[config.mk]
export PLATFORM = sky130hd
export DESIGN_NAME = timer_sync
export DESIGN_NICKNAME = d
export VERILOG_FILES = /design/src/rtl/timer_sync.sv
export SDC_FILE = /design/constraint.sdc
export NUM_CORES = 1
export LEC_CHECK = 0
export CAP_MARGIN = 10
export CORE_UTILIZATION = 36
export CTS_CLUSTER_SIZE = 24
export DETAILED_ROUTE_END_ITERATION = 10
export PLACE_DENSITY = 0.52
export SYNTH_ARGS = -nofsm -noshare
export SYNTH_HDL_FRONTEND = slang
export SYNTH_SLANG_ARGS = --single-unit
[constraint.sdc]
create_clock -name clock -period 4.9 [get_ports clock]
set_input_delay 0.98 -clock clock [delete_from_list [all_inputs] [get_ports clock]]
set_output_delay 0.98 -clock clock [all_outputs]
set_load 0.005 [all_outputs]
[src/rtl/timer_sync.sv]
// DMG-style DIV/TIMA/TMA/TAC timer, fully synchronous: TIMA advances on a
// detected falling edge of the selected counter tap, with delayed TMA reload.
//
// state  | meaning
// RUN    | normal counting, TIMA increments on each tap falling edge
// OVF    | TIMA wrapped to 00, counting down the reload delay
// RELOAD | single cycle: TIMA holds TMA, timerIRQ high
module timer_sync #(
    parameter int unsigned DIV_WIDTH       = 16,
    parameter logic [15:0] BASE_ADDR       = 16'hFF04,
    parameter int unsigned TAP0            = 9,
    parameter int unsigned TAP1            = 3,
    parameter int unsigned TAP2            = 5,
    parameter int unsigned TAP3            = 7,
    parameter int unsigned RELOAD_DELAY    = 4,
    parameter bit          TAC_UNUSED_ONES = 1'b1
) (
    input  logic        clock,
    input  logic        reset_n,
    input  logic [15:0] A_mmu,
    input  logic [7:0]  Di_mmu,
    output logic [7:0]  Do_mmu,
    input  logic        wr_mmu,
    input  logic        rd_mmu,
    input  logic        cs_mmu,
    output logic        timerIRQ
);

    typedef enum logic [1:0] {
        RUN    = 2'd0,
        OVF    = 2'd1,
        RELOAD = 2'd2
    } state_t;

    localparam logic [15:0]          ADDR_TIMA = BASE_ADDR + 16'd1;
    localparam logic [15:0]          ADDR_TMA  = BASE_ADDR + 16'd2;
    localparam logic [15:0]          ADDR_TAC  = BASE_ADDR + 16'd3;
    localparam logic [3:0]           DLY_INIT  = 4'(RELOAD_DELAY - 1);
    localparam logic [DIV_WIDTH-1:0] CNT_ONE   = {{(DIV_WIDTH-1){1'b0}}, 1'b1};

    state_t               state, state_next;
    logic [DIV_WIDTH-1:0] cnt, cnt_next;
    logic [7:0]           tima, tima_next;
    logic [7:0]           tma, tma_next;
    logic [2:0]           tac, tac_next;
    logic [3:0]           dly, dly_next;
    logic                 t_prev, t_now, tap_bit, tick;
    logic                 wr_div, wr_tima, wr_tma, wr_tac;

    always_comb begin
        wr_div  = cs_mmu & wr_mmu & (A_mmu == BASE_ADDR);
        wr_tima = cs_mmu & wr_mmu & (A_mmu == ADDR_TIMA);
        wr_tma  = cs_mmu & wr_mmu & (A_mmu == ADDR_TMA);
        wr_tac  = cs_mmu & wr_mmu & (A_mmu == ADDR_TAC);

        cnt_next = wr_div ? '0 : cnt + CNT_ONE;
        tac_next = wr_tac ? Di_mmu[2:0] : tac;
        tma_next = wr_tma ? Di_mmu : tma;

        // Tap is taken from post-update values so DIV clears and TAC
        // changes can themselves produce a falling edge.
        case (tac_next[1:0])
            2'd0:    tap_bit = cnt_next[TAP0];
            2'd1:    tap_bit = cnt_next[TAP1];
            2'd2:    tap_bit = cnt_next[TAP2];
            default: tap_bit = cnt_next[TAP3];
        endcase
        t_now = tac_next[2] & tap_bit;
        tick  = t_prev & ~t_now;
    end

    always_comb begin
        state_next = state;
        tima_next  = tima;
        dly_next   = dly;
        unique case (state)
            RUN: begin
                if (wr_tima) begin
                    tima_next = Di_mmu;
                end else if (tick) begin
                    if (tima == 8'hFF) begin
                        tima_next  = 8'h00;
                        state_next = OVF;
                        dly_next   = DLY_INIT;
                    end else begin
                        tima_next = tima + 8'd1;
                    end
                end
            end
            OVF: begin
                if (wr_tima) begin
                    tima_next  = Di_mmu;
                    state_next = RUN;
                    dly_next   = '0;
                end else if (dly == '0) begin
                    tima_next  = tma_next;
                    state_next = RELOAD;
                end else begin
                    dly_next = dly - 4'd1;
                    if (tick) tima_next = tima + 8'd1;
                end
            end
            RELOAD: begin
                // TIMA follows TMA for the whole cycle; a TMA write lands here too
                tima_next  = tma_next;
                state_next = RUN;
            end
            default: state_next = RUN;
        endcase
    end

    always_ff @(posedge clock or negedge reset_n) begin
        if (!reset_n) begin
            state  <= RUN;
            cnt    <= '0;
            tima   <= '0;
            tma    <= '0;
            tac    <= '0;
            dly    <= '0;
            t_prev <= 1'b0;
        end else begin
            state  <= state_next;
            cnt    <= cnt_next;
            tima   <= tima_next;
            tma    <= tma_next;
            tac    <= tac_next;
            dly    <= dly_next;
            t_prev <= t_now;
        end
    end

    assign timerIRQ = (state == RELOAD);

    always_comb begin
        Do_mmu = 8'h00;
        if (cs_mmu && rd_mmu) begin
            case (A_mmu)
                BASE_ADDR: Do_mmu = cnt[DIV_WIDTH-1 -: 8];
                ADDR_TIMA: Do_mmu = tima;
                ADDR_TMA:  Do_mmu = tma;
                ADDR_TAC:  Do_mmu = {{5{TAC_UNUSED_ONES}}, tac};
                default:   Do_mmu = 8'h00;
            endcase
        end
    end

endmodule

## Word level (Yosys, flattened, before mapping)

Index checks and enable logic that the tools add are counted.

- Register bits after elaboration: 42
- Input port bits: 29
- Output and inout port bits: 9
- Word-level logic and storage cells: 68

- Add/subtract/negate cells: 3
- Eq/ne operators: 16
- Mux-type cells: 25
- Bitwise operators: 8
- Reduce and logical (&&, ||, !) cells: 9

Operators by type and width:

| cell | number |
|---|---|
| 16-bit == test, second input constant | 4 |
| 8-bit two-way mux | 8 |
| 8-bit one-hot mux with 4 select lines | 1 |
| 8-bit one-hot mux with 3 select lines | 1 |
| 4-bit two-way mux | 5 |
| 16-bit by 1-bit adder with 16-bit output, second input constant | 1 |
| 16-bit two-way mux | 1 |
| 2-bit two-way mux | 5 |
| 3-bit != test, second input constant | 3 |
| 8-bit by 1-bit adder with 8-bit output, second input constant | 1 |
| 8-bit == test, second input constant | 1 |
| 4-bit one-hot mux with 2 select lines | 1 |
| 1-bit AND | 7 |
| 2-bit != test, second input constant | 3 |
| 5-bit AND reduction | 1 |
| 2-bit by 1-bit == test with 1-bit output, second input constant | 2 |
| 2-bit == test, second input constant | 2 |
| 2-bit logical NOT | 2 |
| 4-bit logical NOT | 1 |
| 4-bit != test, second input constant | 1 |
| 2-bit one-hot mux with 2 select lines | 1 |
| 4-bit AND reduction | 1 |
| 4-bit by 1-bit subtractor with 4-bit output, second input constant | 1 |
| 3-bit two-way mux | 1 |
| other kinds (6) | 6 |

## Longest topological paths before layout

- Word-level depth: 12
- Mapped depth: 10
- Gate-level depth less buffers: 9

## Least setup slack after synthesis

OpenSTA, ideal clock, no wires.

- Path kind: input port to flip-flop
- Start point: in A_mmu[5]
- End point: reg tima[3]
- Library setup time: 125 ps
- Arrival time: 3810 ps
- Data required time: 4775 ps
- Path slack: 965 ps
- Stages on the path: 8
- Buffers on the path: 1
- Cell sequence: or4_4 -> or4_1 -> buf_2 -> nor2_1 -> mux2_2 -> or4_4 -> a31oi_4 -> mux2_2

- Longest elaborated chain between the ends: 10
- Elaborated cells on any way between the ends: 25
- Classes of those cells: eq/ne: 8; mux: 8; bitwise: 7; reduce/logical: 2

Ends and longest elaborated chain:

| what | RTL line | text |
|---|---|---|
| start, declared | 20 | `input logic [15:0] A_mmu,` |
| 16-bit == test * | 54 | `wr_tac = cs_mmu & wr_mmu & (A_mmu == ADDR_TAC);` |
| 1-bit AND * | 54 |  |
| 3-bit two-way mux * | 57 | `tac_next = wr_tac ? Di_mmu[2:0] : tac;` |
| net tac_next[0] | 45 | `logic [2:0] tac, tac_next;` |
| 2-bit == test (tied with other cells) | 62 | `case (tac_next[1:0])` |
| 1-bit one-hot mux with 3 select lines * | 62 |  |
| 1-bit AND * | 68 | `t_now = tac_next[2] & tap_bit;` |
| 1-bit inverter * | 69 | `tick = t_prev & ~t_now;` |
| 1-bit AND * | 69 |  |
| 4-bit != test (no source line) / 3-bit != test (equally long branches) | - |  |
| 3-bit AND reduction (no source line) * | - |  |
| end signal, assigned | 124 | `tima <= tima_next;` |
| end, declared | 43 | `logic [7:0] tima, tima_next;` |

The timed path passes the listed nets; every way through them passes the cells marked *.
A chain may end at the register's enable or synchronous reset.

## Worst setup path after layout

- Start point: in A_mmu[5]
- End point: out Do_mmu[1]

- Longest elaborated chain between the ends: 3
- Elaborated cells on any way between the ends: 6
- Classes of those cells: eq/ne: 4; mux: 2

Ends and longest elaborated chain:

| what | RTL line | text |
|---|---|---|
| 16-bit == test | 137 | `case (A_mmu)` |
| 8-bit one-hot mux with 4 select lines * | 137 |  |
| 8-bit two-way mux * | 136 | `if (cs_mmu && rd_mmu) begin` |
| end, declared | 22 | `output logic [7:0] Do_mmu,` |

Every way passes the cells marked *; elsewhere a longest branch is shown, timed or not.

==> results.md <==
- Status: completed
- FILL cells: 800
- Detailed-route via count: between 2000 and 2500
- Placed instance count: 453
- Max FO, Critical Path: 8
- All-layer global routing usage: between 10% and 20%
- H-tree depth: 2
- Cell Rows: 32
- Sequential area share after synthesis: between 30 and 40%
- Cell Area, Synth: ~0.0029 sq mm
- Vias in the first global route: ~2600
- Beginning of the worst hold path: cnt[0]$_DFF_PN0_
- CTS sink cnt: 42
- Routed len/inst: roughly 16 um
- Peak supply drop: 0.000130 V
- Critical Path AT: 3380 ps
- Grt ovf: 0
- Crit path time final: roughly 4400 ps
- Die ar.: between 0.008 and 0.009 sq mm
- Post-Route Skew: 12.0 ps
- Post-synthesis cell count: 320
- Yosys warns: 0
- Antenna diodes: 0
- Core Footprint: roughly 0.0077 sq mm
- Asr flop ratio synth: 100%
- CP Capture Type: output pin
- Final worst path period share: roughly nine tenths
- Hold_buf cts: 0
- Nets: a little under 400
- Worst-Margin Slew: about 1000 ps
- MaxCap Viol Count: 0
- Initial antenna violation count: 0
- Syn avg cell area: slightly below 9 sq um
- Fin cells: approximately 460
- I/O Pins: 38
- CTS Root Cell: clkbuf_8
- Remaining antenna violation count: 0
- Layout cells sized above 1: around 11%
- Die width: around 91 um
- Slowest CP cell: or4_4
- Startpoint types: input pin
- Worst-skew pair later-pin latency: 290 ps
- Worst path max stage delay: ~550 ps
- CP Cell Sequence: clkdlybuf4s50_1 > or4_4 > nor4_1 > nand3_1 > nor2b_1 > clkdlybuf4s50_1
- DP Wirelength: around 5.7 mm
- RSZ-0062 raised after global routing: no
- Util after Layout: 44.7%
- Drt first-iter violations: 69
- WP data required: slightly below 4000 ps
- Fin. max-slew vios: 0
- Setup Fix Bufs, Post-CTS: 0
- Setup violators final: 0
- Hold Path Depth: 1
- LEAKAGE: around 1.4 nW
- Post-synthesis register bit count: 42
- Setup Total Neg Slack: 0 ps
- Netlist cell types: between 40 and 50
- Most common cell on crit path: clkdlybuf4s50_1
- Drt first pass iters: 4
- P per Cell Area: 271 mW/mm^2
- Post-synth EDFFs: 0
- CTS-repair resized insts: 0
- Worst setup startpoint: A_mmu[5]
- Layout area overhead: 20.4%
- # port buffers: 37
- Rel. slew slack: approximately a third
- Post-synth top flop: dfrtp_1
- FMAX: approximately 230 MHz
- Die Span Y: 91 um
- Register Area: roughly 0.0011 sq mm
- R2R cell count: 7
- Hold WC Path Type: reg2reg
- Initial Util: between 30% and 40%
- Fin. Hold Viols: 0
- Critical path type: in2out
- Total CTS buffers: 5
- Clock buffer depth: 2
- Fin Hold WS: between 400 and 500 ps
- Vias per inst: 5.36
- Worst r2r src: cnt[2]$_DFF_PN0_
- First-pass GRT wire length: roughly 13 mm
- CTS clk-pin slew, worst paths: about 90 ps
- DRC viols: 0
- Drt total wl: approximately 7.4 mm
- Multi-input logic area: ~0.0017 sq mm
- Syn nets: ~360
- CTS tree: done
- Largest net degree at the start of global routing: 43
- GPL Wtd Cong: approximately 0.82
cell usage in the layout (no fill, tap or decap), drive strengths merged, types with 5 or more instances in the layout:
cell type,count
nor2,44
dfrtp,42
clkdlybuf4s50,36
nand2,18
a21oi,18
o21ai,17
nand3,16
mux2,13
inv,12
xor2,10
xnor2,9
o22ai,9
buf,9
nand4,8
nor2b,8
ha,8
a31oi,7
clkbuf,7
nor3,6
mux2i,5
sequential cells by signal, indices dropped and copies added (netlist names):
signal,count
tac,3
t_prev,1
cnt,16
state,2
tima,8
dly,4
tma,8
critical path: cells and delay by family:
family / cells / cell delay [ps]
AND/OR/NAND/NOR: 4 / 1500
buffers and inverters: 2 / 910
per-layer routing:
| metal | part of all wire, % | GRT usage (%) |
|---|---|---|
| met1 | 51 | 28.4 |
| met2 | 45 | 31.3 |
| met3 | 3.1 | 2.85 |
| met4 | 0.87 | 5.42 |
| met5 | 0 | 0 |
synth_stat cells, types with 3 or more instances:
master | number | area (sq um)
a211oi_1 | 3 | 22.5
o21a_1 | 4 | 30.0
and3_1 | 4 | 25.0
o22ai_1 | 9 | 56.3
o2bb2ai_1 | 4 | 35.0
ha_1 | 8 | 100
dfrtp_1 | 42 | 1050
nor2_1 | 44 | 165
nand4_1 | 8 | 50.1
nor4_1 | 3 | 18.8
mux4_2 | 3 | 67.6
clkbuf_1 | 12 | 45.0
nor2b_1 | 8 | 50.1
a31oi_1 | 6 | 37.5
nand3_1 | 16 | 80.1
mux2_2 | 13 | 146
nand2_1 | 18 | 67.6
nand2b_1 | 3 | 18.8
a21oi_1 | 18 | 90.1
and2_1 | 4 | 25.0
inv_1 | 12 | 45.0
a22oi_1 | 4 | 30.0
mux2i_1 | 5 | 50.1
o21ai_0 | 16 | 80.1
xor2_1 | 10 | 87.6
xnor2_1 | 9 | 78.8
nor3_1 | 5 | 25.0
power by group:
group	total [mW]	internal, mW	switching, mW
clock network	0.237	0.114	0.123
logic	0.247	0.127	0.120
registers	0.446	0.382	0.0635
total	0.930	0.623	0.307
stage by stage:
stage	worst slack, ps	cell area (sq um)	power [mW]
after detailed placement	409	3340	0.698
after floorplan	965	2850	0.610
after CTS	514	3430	0.939
final	536	3430	0.930
after global placement	415	3340	0.692
after global routing	345	3430	0.994
logic make-up after synthesis:
| group | Yosys count | synth area share, % |
|---|---|---|
| mux | 21 | 9.26 |
| buf+inv | 26 | 3.73 |
| simple gates | 123 | 21.9 |
| xor+xnor | 19 | 5.84 |
| flops | 42 | 36.9 |
| fa+ha+maj | 8 | 3.51 |
| compound gates | 81 | 18.9 |
path summary, 6_finish.rpt:
| kind | to | slack [ps] |
|---|---|---|
| max | Do_mmu[1] | 540 |
| min | cnt[0]$_DFF_PN0_ | 480 |
| max reg2reg | tima[4]$_DFFE_PN0P_ | 2280 |
| min reg2reg | cnt[0]$_DFF_PN0_ | 480 |
| max in group asynchronous | state[0]$_DFFE_PN0P_ | 3410 |
| min in group asynchronous | cnt[1]$_DFF_PN0_ | 850 |
final cells by class:
type	count	area share [%]
Inverter	12	1.31
Tap cell	102	3.72
Clock inverter	1	0.146
Sequential cell	42	30.6
Timing Repair Buffer	45	12.4
Multi-Input combinational cell	252	49.3
Clock buffer	7	2.51
(Power assumes the default switching activity.)
==> RTL edit 1 (same settings) <==
`DIV_WIDTH`: 16 -> 32.
--- a/src/rtl/timer_sync.sv
+++ b/src/rtl/timer_sync.sv
@@ -7,5 +7,5 @@
 // RELOAD | single cycle: TIMA holds TMA, timerIRQ high
 module timer_sync #(
-    parameter int unsigned DIV_WIDTH       = 16,
+    parameter int unsigned DIV_WIDTH       = 32,
     parameter logic [15:0] BASE_ADDR       = 16'hFF04,
     parameter int unsigned TAP0            = 9,
Formal check against the unedited RTL: no difference found for any inputs over 10 cycles, from zero or initial values and one cycle with reset_n low; that may be too few to reach the edited logic, so the function may still have changed.
==> RTL edit 1 against the original RTL <==
- global-route usage decreased by 1.5 points
- sequential cell count grew 16
- register-to-register slack worse by 0.18 ns
- final area increased by 31%
- synthesized area up 33%
- worst setup slack better by 0.18 ns
- wire length rose by 25%
- total power grew 32%
- fmax rose by 4.3%
- critical path type unchanged
- largest cell class unchanged
==> RTL edit 1: results (changes against the original RTL) <==
INFO  metric dp_cells = 568 (+25%)
INFO  metric fin_skew = 0.00328 ns (-0.00870 ns)
INFO  metric critPathMaxFanout = 5 (-3)
INFO  metric cts_made_buffers = 9 (+4)
INFO  metric worst_hold_path.endpoint = cnt[0]
INFO  metric iteration_0_drc_count_of_the_detailed_router = 131 (+90%)
INFO  metric worst_supply_voltage_drop_on_vdd = 0.184 mV (+41%)
INFO  metric synth.area.top_cells = dfrtp_1 (38%), nor2_1 (5.2%), xor2_1 (4.8%), nand3_1 (3.6%), mux2_2 (3.3%)
INFO  metric synth_top_cells_by_count = dfrtp_1 (58), nor2_1 (53), nand2_1 (32)
INFO  metric place.detailed.hpwl = 6.63 mm (+17%)
INFO  metric hold_start = cnt[0]
INFO  metric detail_route.wirelength = 9.28 mm (+25%)
INFO  metric htree_num_levels = 3 (+1)
INFO  metric layout_top_registers = cnt: 32 flops, tima: 8 flops, tma: 8 flops
INFO  metric gpl.final_weighted_congestion = 0.852 (+4.3%)
INFO  metric r2r_cells = 10 (+3)
INFO  metric netlist-cell-type-count = 75 (+53%)
INFO  metric pin_count_of_the_biggest_net_entering_global_routing = 59 (+37%)
INFO  metric clk_pin_slew = 0.07 ns (-0.02 ns)
INFO  metric warnings_from_yosys = 0 (unchanged)
INFO  metric initial_antenna_violation_count = 0 (unchanged)
INFO  metric non_filler_cells_in_the_finished_layout = 584 (+27%)
INFO  metric layout-drive-gt1-share = 15.4% (+4.5 points)
INFO  metric via_per_inst = 5.38 (+0.37%)
INFO  metric layout.filler_cells = 1009 (+26%)
INFO  metric crit_arrival = 3.21 ns (-0.17 ns)
INFO  metric synth.avg_cell_area = 9.40 um2 (+5.5%)
INFO  metric post_cts_resize_count = 0 (unchanged)
INFO  metric worst_hold_path_cells = 1 (unchanged)
INFO  metric global_route.usage.total = 18.3% (-1.5 points)
INFO  metric finish.net_count = 480 (+22%)
INFO  metric setup.reg_to_reg.worst_slack = 2.10 ns (-0.18 ns)
INFO  metric static-leakage-power = 1.87 nW (+35%)
INFO  metric worst_hold_slack = 0.490 ns (+0.00691 ns)
INFO  metric clk_root_buffer_cell = clkbuf_8
INFO  metric slew-limit-headroom = 48.4% (+16 points)
INFO  metric ys.flop_type = dfrtp_1
INFO  metric rr_startpoint = tima[0]
INFO  metric status = completed
INFO  metric rr_endpoint = tima[4]
INFO  metric grt_pass1_wl = 15.8 mm (+22%)
INFO  metric grt_pass1_vias = 3145 (+21%)
INFO  metric clk-insertion-delay-late = 0.35 ns (+0.06 ns)
INFO  metric sequential_cell_area_fraction_in_the_yosys_report = 38.1% (+1.3 points)
INFO  metric synthesis.nets = 442 (+24%)
RTL edit 1: cell types whose count changed after synthesis, sizes merged, moves of 4 or more:
| cell | unedited run | this run |
|---|---|---|
| a21oi | 18 | 14 |
| a221o | 0 | 4 |
| a31oi | 7 | 1 |
| and3 | 4 | 9 |
| dfrtp | 42 | 58 |
| inv | 12 | 17 |
| mux2 | 13 | 18 |
| nand2 | 18 | 33 |
| nand3 | 16 | 27 |
| nor2 | 44 | 53 |
| nor2b | 8 | 3 |
| or3 | 1 | 8 |
| xor2 | 10 | 21 |
RTL edit 1: power by group:
group          total, W  leakage (nW)  switching (W)  internal (W)
logic          0.000168          1.02      0.0000744     0.0000941
registers      0.000639         0.757      0.0000816      0.000557
clock network  0.000423        0.0944       0.000200      0.000223
total           0.00123          1.87       0.000356      0.000874
RTL edit 1: worst max path at each step:
stage,from,to,slack (ns),depth (start not counted)
2_1_floorplan,A_mmu[4],tima[0],1.29,8
3_3_place_gp,A_mmu[4],tima[5],0.65,9
3_5_place_dp,A_mmu[4],tima[6],0.58,9
4_1_cts,A_mmu[4],Do_mmu[5],0.67,7
5_1_grt,A_mmu[4],Do_mmu[5],0.53,7
6_report,A_mmu[4],Do_mmu[5],0.71,7
RTL edit 1: worst max-delay path, stage by stage:
cell	delay, ns
clkdlybuf4s50_1	0.42
or4b_2	0.66
nor4_1	0.19
buf_4	0.18
nand2_1	0.13
nor2_1	0.14
clkdlybuf4s50_1	0.51
RTL edit 1: cell families (layout without fill, tap and decap cells):
| logic type | Yosys count | in the layout | synth area share [%] |
|---|---|---|---|
| AOI/OAI and AO/OA | 75 | 75 | 14.8 |
| DFF | 58 | 58 | 38.1 |
| muxes | 24 | 24 | 8.68 |
| and+or+nand+nor | 175 | 175 | 24.2 |
| buffers and inverters | 34 | 77 | 4.41 |
| adders and majority gates | 8 | 8 | 2.63 |
| xor gates and xnor gates | 31 | 31 | 7.13 |
RTL edit 1: layer usage:
layer  wire (um)  part of all wire [%]  GRT usage, %  vias up
met5           0                     0             0        -
met4         187                   2.0          6.84        0
met3         378                   4.1          5.30       19
met2        4320                    46          28.9       72
met1        4400                    47          23.7     1511
li1            -                     -             -     1540
RTL edit 1: per-stage QoR:
stage / setup WS (ns) / cell area [um2]
2_1_floorplan: 1.29 / 3810
3_3_place_gp: 0.652 / 4300
3_5_place_dp: 0.578 / 4300
4_1_cts: 0.666 / 4490
5_1_grt: 0.525 / 4490
6_report: 0.714 / 4490
RTL edit 1: area by class of cell:
type                    instances  share of cell area, %
inverters                      17                   1.42
repair buffers                 44                   9.32
clock inverters                 4                  0.558
flip-flops and latches         58                   32.4
clock buffers                  12                   3.68
multi-input cells             313                   48.9
well taps                     136                   3.79
==> RTL edit 2 (config.mk and constraints unchanged) <==
Made on the original files. Register the output `Do_mmu`, with the module's reset; this adds one clock of latency there. The other outputs are not delayed to match.
--- a/src/rtl/timer_sync.sv
+++ b/src/rtl/timer_sync.sv
@@ -38,4 +38,6 @@
     localparam logic [3:0]           DLY_INIT  = 4'(RELOAD_DELAY - 1);
     localparam logic [DIV_WIDTH-1:0] CNT_ONE   = {{(DIV_WIDTH-1){1'b0}}, 1'b1};
+
+    logic [7:0] Do_mmu_d;
 
     state_t               state, state_next;
@@ -133,13 +135,21 @@
 
     always_comb begin
-        Do_mmu = 8'h00;
+        Do_mmu_d = 8'h00;
         if (cs_mmu && rd_mmu) begin
             case (A_mmu)
-                BASE_ADDR: Do_mmu = cnt[DIV_WIDTH-1 -: 8];
-                ADDR_TIMA: Do_mmu = tima;
-                ADDR_TMA:  Do_mmu = tma;
-                ADDR_TAC:  Do_mmu = {{5{TAC_UNUSED_ONES}}, tac};
-                default:   Do_mmu = 8'h00;
+                BASE_ADDR: Do_mmu_d = cnt[DIV_WIDTH-1 -: 8];
+                ADDR_TIMA: Do_mmu_d = tima;
+                ADDR_TMA:  Do_mmu_d = tma;
+                ADDR_TAC:  Do_mmu_d = {{5{TAC_UNUSED_ONES}}, tac};
+                default:   Do_mmu_d = 8'h00;
             endcase
+        end
+    end
+
+    always_ff @(posedge clock or negedge reset_n) begin
+        if (!reset_n) begin
+            Do_mmu <= '0;
+        end else begin
+            Do_mmu <= Do_mmu_d;
         end
     end
Function: changed (a bounded check fails within 4 cycles, from zero or initial values and one cycle with reset_n low).
==> RTL edit 2 against the original RTL <==
- cell count decreased by 1.7%
- wire length decreased by 2.2%
- sequential cell count increased by 8
- sequential share of layout area increased by 4.8 points
- final area increased by 2.8%
- synthesized area increased by 3.3%
- first-iteration DRC count increased by 28%
- worst setup slack improved by 0.40 ns
- critical endpoint is now tima[2]
- highest routed layer unchanged
Power is not compared: it rests on default switching activity, and its combinational part moved more than twofold at a synthesized area within 25%.
==> RTL edit 2: results (changes against the original RTL) <==
INFO  metric status = completed
INFO  metric netlist-cell-type-count = 54 (+10%)
INFO  metric place.detailed.hpwl = 5.45 mm (-3.8%)
INFO  metric crit_arrival = 4.16 ns (+0.78 ns)
INFO  metric synthesis.nets = 348 (-2.5%)
INFO  metric adder_and_majority_cell_fraction_of_the_synthesized_area = 3.40% (-0.11 points)
INFO  metric synth_top_cells_by_count = dfrtp_1 (50), nor2_1 (39), nand2_1 (27)
INFO  metric synth_xor_area_share = 5.65% (-0.19 points)
INFO  metric pin_count_of_the_biggest_net_entering_global_routing = 51 (+19%)
INFO  metric dpl_worst_slack = 0.630 ns (+0.221 ns)
INFO  metric finish.net_count = 387 (-2.0%)
INFO  metric synth_compound_area_share = 15.9% (-3.0 points)
INFO  metric yosys-mux-area-fraction = 9.13% (-0.13 points)
INFO  metric detail_route.wirelength = 7.27 mm (-2.2%)
INFO  metric final_core_util = 45.2% (+0.55 points)
INFO  metric post_dp_cell_area = 3440 um2 (+2.8%)
INFO  metric ys_async_sr_fraction = 100% (unchanged)
INFO  metric iteration_0_drc_count_of_the_detailed_router = 88 (+28%)
INFO  metric layout-drive-gt1-share = 11.1% (+0.25 points)
INFO  metric critPathMaxFanout = 9 (+1)
INFO  metric grt_pass1_vias = 2372 (-8.5%)
INFO  metric gpl.final_weighted_congestion = 0.811 (-0.75%)
INFO  metric fin_skew = 0.00593 ns (-0.00605 ns)
INFO  metric clk-insertion-delay-late = 0.31 ns (+0.02 ns)
INFO  metric dp_cells = 445 (-1.8%)
INFO  metric detail_route.wl_per_cell = 16.0 um (-0.45%)
INFO  metric htree_num_levels = 2 (unchanged)
INFO  metric via_per_inst = 5.27 (-1.7%)
INFO  metric synthCells = 311 (-2.8%)
INFO  metric grt_pass1_wl = 12.1 mm (-6.4%)
INFO  metric layout.filler_cells = 786 (-1.8%)
INFO  metric tightestPinTransition = 0.654 ns (-0.356 ns)
INFO  metric worst_supply_voltage_drop_on_vdd = 0.0987 mV
INFO  metric global_route.usage.total = 18.2% (-1.7 points)
INFO  metric first_pass_iters = 4 (unchanged)
INFO  metric sequential_cell_area_fraction_in_the_yosys_report = 42.5% (+5.6 points)
INFO  metric synth.area.top_cells = dfrtp_1 (42%), mux2_2 (5.4%), nor2_1 (5.0%), nand2_1 (3.4%), ha_1 (3.4%)
==> RTL edit 2: worst paths after layout <==
check                          end  slack, ns  startpoint  cells past startpoint
setup / recovery           tima[2]       0.93    A_mmu[5]                      9
hold / removal              cnt[0]       0.50      cnt[0]                      1
max in group asynchronous   tma[6]       3.69     reset_n                      2
setup reg to reg           tima[2]       2.18      cnt[2]                      8
min in group asynchronous   cnt[0]       0.76     reset_n                      2
hold reg to reg             cnt[0]       0.50      cnt[0]                      1
==> RTL edit 2: final cells by class <==
cell class / count / share of cell area [%]
inverters: 21 / 2.23
repair buffers: 42 / 11.4
well taps: 102 / 3.61
flip-flops and latches: 50 / 35.4
multi-input cells: 230 / 44.6
clock buffers: 5 / 1.95
clock inverters: 3 / 0.709
==> RTL edit 2: routing by layer <==
layer	GRT usage [%]	share of wire [%]	up-vias
li1	-	-	1187
met4	3.91	0.78	0
met2	28.1	44	32
met3	2.87	2.5	5
met5	0	0	-
met1	26.6	53	1163
